`src/rtl/door_pad_encoder.sv`:
```
// Door pressure-pad sequence encoder: synchronizes and debounces two pads, then decodes
// entry/exit passages. Define DOOR_PAD_ERRCNT_EN to add the saturating err_count output.
module door_pad_encoder #(
  parameter int unsigned DEBOUNCE_CYCLES = 4,
  parameter int unsigned TIMEOUT_CYCLES  = 1024
) (
  input  logic       clk,
  input  logic       reset,
  input  logic       pad_outer,
  input  logic       pad_inner,
  output logic       pressure_in,
  output logic       pressure_out,
  output logic       busy,
  output logic       seq_error
`ifdef DOOR_PAD_ERRCNT_EN
  ,
  output logic [7:0] err_count
`endif
);

  localparam int unsigned CNT_W   = 8;
  localparam int unsigned TIMER_W = 16;
  localparam logic [CNT_W-1:0]   DEB_LAST = CNT_W'(DEBOUNCE_CYCLES - 1);
  localparam logic [TIMER_W-1:0] TIMEOUT  = TIMER_W'(TIMEOUT_CYCLES);

  localparam logic [2:0] S_IDLE     = 3'd0;
  localparam logic [2:0] S_O1       = 3'd1;
  localparam logic [2:0] S_OB       = 3'd2;
  localparam logic [2:0] S_O2       = 3'd3;
  localparam logic [2:0] S_I1       = 3'd4;
  localparam logic [2:0] S_IB       = 3'd5;
  localparam logic [2:0] S_I2       = 3'd6;
  localparam logic [2:0] S_WAIT_CLR = 3'd7;

  logic [1:0]         sync_outer, sync_inner;
  logic               deb_outer, deb_inner;
  logic [CNT_W-1:0]   cnt_outer, cnt_inner;
  logic [TIMER_W-1:0] timer;
  logic [2:0]         state, state_next;
  logic [1:0]         pads;
  logic               in_c, out_c, err_c, illegal;

  // Two-flop synchronizers for the asynchronous pads
  always_ff @(posedge clk) begin
    if (reset) begin
      sync_outer <= 2'b00;
      sync_inner <= 2'b00;
    end else begin
      sync_outer <= {sync_outer[0], pad_outer};
      sync_inner <= {sync_inner[0], pad_inner};
    end
  end

  // Debouncers: accept a new level after DEBOUNCE_CYCLES consecutive differing samples
  always_ff @(posedge clk) begin
    if (reset) begin
      deb_outer <= 1'b0;
      cnt_outer <= '0;
    end else if (sync_outer[1] == deb_outer) begin
      cnt_outer <= '0;
    end else if (cnt_outer == DEB_LAST) begin
      deb_outer <= sync_outer[1];
      cnt_outer <= '0;
    end else begin
      cnt_outer <= cnt_outer + CNT_W'(1);
    end
  end

  always_ff @(posedge clk) begin
    if (reset) begin
      deb_inner <= 1'b0;
      cnt_inner <= '0;
    end else if (sync_inner[1] == deb_inner) begin
      cnt_inner <= '0;
    end else if (cnt_inner == DEB_LAST) begin
      deb_inner <= sync_inner[1];
      cnt_inner <= '0;
    end else begin
      cnt_inner <= cnt_inner + CNT_W'(1);
    end
  end

  // Sequence timer: held at zero in IDLE, saturates instead of wrapping
  always_ff @(posedge clk) begin
    if (reset || state == S_IDLE) begin
      timer <= '0;
    end else if (timer != '1) begin
      timer <= timer + TIMER_W'(1);
    end
  end

  assign pads = {deb_outer, deb_inner};

  // Next-state decode; a timeout overrides any same-cycle legal move
  always_comb begin
    state_next = state;
    in_c       = 1'b0;
    out_c      = 1'b0;
    err_c      = 1'b0;
    illegal    = 1'b0;
    case (state)
      S_IDLE:
        case (pads)
          2'b10:   state_next = S_O1;
          2'b01:   state_next = S_I1;
          2'b11:   illegal = 1'b1;
          default: state_next = S_IDLE;
        endcase
      S_O1:
        case (pads)
          2'b10:   state_next = S_O1;
          2'b11:   state_next = S_OB;
          2'b00:   state_next = S_IDLE;
          default: illegal = 1'b1;
        endcase
      S_OB:
        case (pads)
          2'b11:   state_next = S_OB;
          2'b01:   state_next = S_O2;
          2'b10:   state_next = S_O1;
          default: illegal = 1'b1;
        endcase
      S_O2:
        case (pads)
          2'b01:   state_next = S_O2;
          2'b11:   state_next = S_OB;
          2'b00: begin
            state_next = S_IDLE;
            in_c       = 1'b1;
          end
          default: illegal = 1'b1;
        endcase
      S_I1:
        case (pads)
          2'b01:   state_next = S_I1;
          2'b11:   state_next = S_IB;
          2'b00:   state_next = S_IDLE;
          default: illegal = 1'b1;
        endcase
      S_IB:
        case (pads)
          2'b11:   state_next = S_IB;
          2'b10:   state_next = S_I2;
          2'b01:   state_next = S_I1;
          default: illegal = 1'b1;
        endcase
      S_I2:
        case (pads)
          2'b10:   state_next = S_I2;
          2'b11:   state_next = S_IB;
          2'b00: begin
            state_next = S_IDLE;
            out_c      = 1'b1;
          end
          default: illegal = 1'b1;
        endcase
      S_WAIT_CLR:
        if (pads == 2'b00) state_next = S_IDLE;
      default: state_next = S_IDLE;
    endcase
    if ((state != S_IDLE) && (state != S_WAIT_CLR) && (timer >= TIMEOUT)) begin
      state_next = S_WAIT_CLR;
      in_c       = 1'b0;
      out_c      = 1'b0;
      err_c      = 1'b1;
    end else if (illegal) begin
      state_next = S_WAIT_CLR;
      err_c      = 1'b1;
    end
  end

  always_ff @(posedge clk) begin
    if (reset) begin
      state        <= S_IDLE;
      pressure_in  <= 1'b0;
      pressure_out <= 1'b0;
      seq_error    <= 1'b0;
      busy         <= 1'b0;
    end else begin
      state        <= state_next;
      pressure_in  <= in_c;
      pressure_out <= out_c;
      seq_error    <= err_c;
      busy         <= (state_next != S_IDLE);
    end
  end

`ifdef DOOR_PAD_ERRCNT_EN
  always_ff @(posedge clk) begin
    if (reset) begin
      err_count <= 8'd0;
    end else if (err_c && (err_count != 8'hFF)) begin
      err_count <= err_count + 8'd1;
    end
  end
`endif

endmodule

```
`config.mk`:
```
export PLATFORM = sky130hd
export DESIGN_NAME = door_pad_encoder
export DESIGN_NICKNAME = d
export VERILOG_FILES = /design/src/rtl/door_pad_encoder.sv
export SDC_FILE = /design/constraint.sdc
export NUM_CORES = 1
export LEC_CHECK = 0
export BUFFER_PORTS_ARGS = -buffer_cell sky130_fd_sc_hd__buf_2
export CELL_PAD_IN_SITES_DETAIL_PLACEMENT = 2
export CELL_PAD_IN_SITES_GLOBAL_PLACEMENT = 2
export CORE_MARGIN = 3
export CORE_UTILIZATION = 30
export DETAILED_ROUTE_END_ITERATION = 8
export PLACE_DENSITY = 0.68
export SLEW_MARGIN = 20
export SYNTH_ARGS = -nofsm -noshare
export SYNTH_HDL_FRONTEND = slang
export SYNTH_SLANG_ARGS = --single-unit
```
`constraint.sdc`:
```
create_clock -name clk -period 2.2 [get_ports clk]
set_input_delay 0.44 -clock clk [delete_from_list [all_inputs] [get_ports clk]]
set_output_delay 0.44 -clock clk [all_outputs]
set_load 0.02 [all_outputs]
```
==> impl_metrics.py <==
metrics = {
    "run_status": {
        "status": "finished clean",
    },
    "global_routing": {
        "grt_pass1_wl_um": 9300,
        "grt_use_total_pct": 13.2,
        "grt_pass1_vias": 1936,
        "antenna_found_initial": 0,
        "grt_overflow": 0,
        "grt_max_degree": 20,
    },
    "yosys": {
        "synth_fp_nets": 269,
        "synth_area_um2": 2240,
        "synthArstFlopShare_pct": 0,
        "syn_avg_cell_area_um2": 8.80,
        "synth_cells": 255,
        "synth_seq_area_share_pct": 40.2,
        "synth_flop_cell": "dfxtp_1",
        "synth_warnings": 0,
        "synth-edff-count": 0,
        "synth_cell_type_count": 46,
        "synth_seq_cells": 45,
    },
    "power": {
        "p_per_area_nw_per_um2": 771,
        "peakVddDrop_mv": 0.296,
        "total_power_mw": 1.92,
        "p_leak_nw": 0.894,
    },
    "floorplan": {
        "coreArea_um2": 7020,
        "placementRows": 30,
        "dieHeight_um": 92.5,
        "start_util_pct": 32.0,
        "die_w_um": 92.5,
        "die-area_um2": 8550,
        "ioPinCount": 8,
    },
    "detailed_routing": {
        "num_vias": 1816,
        "wirelength_um": 5420,
        "vias_per_cell": 5.03,
        "first_pass_iters": 4,
        "drtIter0Drc": 40,
        "wl_per_cell_um": 15.0,
        "ant_nets": 0,
        "drc_errors": 0,
    },
    "cts": {
        "clock_path_buffers": 2,
        "cts_tree": "built",
        "htree_levels": 2,
        "cts.sinks": 45,
        "clk_pin_slew_worst_paths_ns": 0.09,
        "hold_buffers": 0,
        "root_buffer": "clkbuf_8",
        "clock_latency_ns": 0.30,
        "cts_inserted_buffers": 5,
        "cts_setup_buffers": 0,
    },
    "timing": {
        "tightest_slew_ns": 0.665,
        "skew_ns": 0.0134,
        "maxSlewHeadroom_pct": 55.6,
        "rsz0062_at_grt": "no",
        "finalHoldViolCount": 0,
        "max_freq_mhz": 502,
        "hold_ws_ns": 0.343,
        "drv_slew": 0,
        "period_minus_slack_ns": 1.99,
        "finalSetupTns_ns": 0,
        "finalCritPeriodShare_pct": 90.5,
        "fin_ws_ns": 0.208,
        "finalSetupViolCount": 0,
    },
    "final_layout": {
        "final_util_pct": 35.4,
        "num_antenna_cells": 0,
        "final_net_count": 278,
        "final_area_um2": 2490,
        "multi_input_area_um2": 1260,
        "fin_cells": 361,
        "fillers": 829,
        "regArea_um2": 901,
        "drive_gt1_share_pct": 11.3,
        "area_growth_syn_to_layout_pct": 10.8,
    },
    "worst_hold_path": {
        "hp-class": "in -> reg",
        "worstHoldStart": "pad_inner",
    },
    "setup_path": {
        "rr_startpoint": "deb_inner$_SDFFE_PP0P_",
        "end_kind": "flip-flop",
        "start_kind": "flip-flop",
        "reg2reg_slack_ns": 0.21,
        "critPathRequiredTime_ns": 2.38,
        "crit_start": "deb_inner$_SDFFE_PP0P_",
        "critPathMaxFanout": 8,
        "cp.arrival_ns": 2.17,
        "critical_path_class": "reg -> reg",
    },
    "placement": {
        "pre_cts_ws_ns": 0.0228,
        "finalWeightedCongestion": 0.744,
        "port_buffers": 7,
        "dpl.hpwl_um": 3910,
        "dpl_cell_area_um2": 2390,
        "placed_cells": 353,
    },
    "flow_run": {
        "cap_violations": 0,
    },
}
==> worst max-delay path, cell delays in order (launching register included) <==
cell,delay [ns]
dfxtp_1,0.42
inv_1,0.12
ha_1,0.31
nor3_1,0.24
o31ai_1,0.11
a211oi_2,0.26
a31oi_1,0.11
or3_1,0.31
==> sequential cells by signal, indices dropped and copies added (netlist names), 2 cells and up <==
name / cells
sync_outer: 2
state: 3
cnt_outer: 8
cnt_inner: 8
timer: 16
sync_inner: 2
==> synth_stat cells, drive strengths merged, types with 7 or more instances <==
cell	n	area, um^2
dfxtp	45	901
nor2	35	131
xor2	16	140
nand3	13	65.1
nand2	12	45.0
and3	11	68.8
ha	10	125
xnor2	10	87.6
buf	9	53.8
a21oi	8	40.0
nor3	8	40.0
inv	7	26.3
o21ai	7	35.0
==> cell type report <==
cell class | instances | area share (%)
multi-input cells | 191 | 50.8
flip-flops and latches | 45 | 36.2
well taps | 96 | 4.83
repair buffers | 14 | 3.52
clock buffers | 6 | 2.92
inverters | 7 | 1.06
clock inverters | 2 | 0.604
==> worst paths after layout <==
| path | end | cells past startpoint |
|---|---|---|
| setup / recovery | busy$_SDFF_PP0_ | 7 |
| hold reg to reg | sync_inner[1]$_SDFF_PP0_ | 1 |
| setup reg to reg | busy$_SDFF_PP0_ | 7 |
| hold / removal | sync_inner[0]$_SDFF_PP0_ | 2 |
==> where the power goes <==
part,switching [mW],internal (mW)
sequential,0.133,0.877
combinational,0.211,0.176
clock,0.297,0.224
total,0.641,1.28
==> cell families after synthesis <==
kind of cell | after synthesis | share of synthesized area [%]
and+or+nand+nor | 110 | 25.5
adders and majority gates | 10 | 5.58
muxes | 4 | 1.84
xor gates and xnor gates | 26 | 10.2
DFF | 45 | 40.2
AOI/OAI and AO/OA | 41 | 12.7
buffers and inverters | 19 | 4.07
==> metal layers <==
metal	share of wire, %	global-route usage, %	vias up
met3	2.1	2.52	8
met2	45	21.1	17
met4	1.3	3.71	0
met5	0	0	-
met1	51	18.1	884
li1	-	-	907
==> repair_timing <==
item / in CTS / in global routing
pin swaps: 0 / 0
resized for setup: 1 / 2
endpoints found under the setup margin: 1 / 1
==> layout by cell type, fill, tap and decap left out, types with 3 or more instances in the layout <==
master	count
inv_1	7
dfxtp_1	45
nand2b_1	5
nor3_1	8
nor2_1	35
o2111ai_1	4
ha_1	10
or3_1	4
buf_2	7
nand3b_1	4
and3_1	11
xnor2_1	10
nor2b_1	5
xor2_1	16
nand3_1	13
mux2i_1	3
clkbuf_8	5
a21oi_1	8
o211ai_1	4
a311oi_1	3
buf_4	7
o21ai_0	7
nand2_1	12
Note: power is estimated with default switching activity, not from simulation.
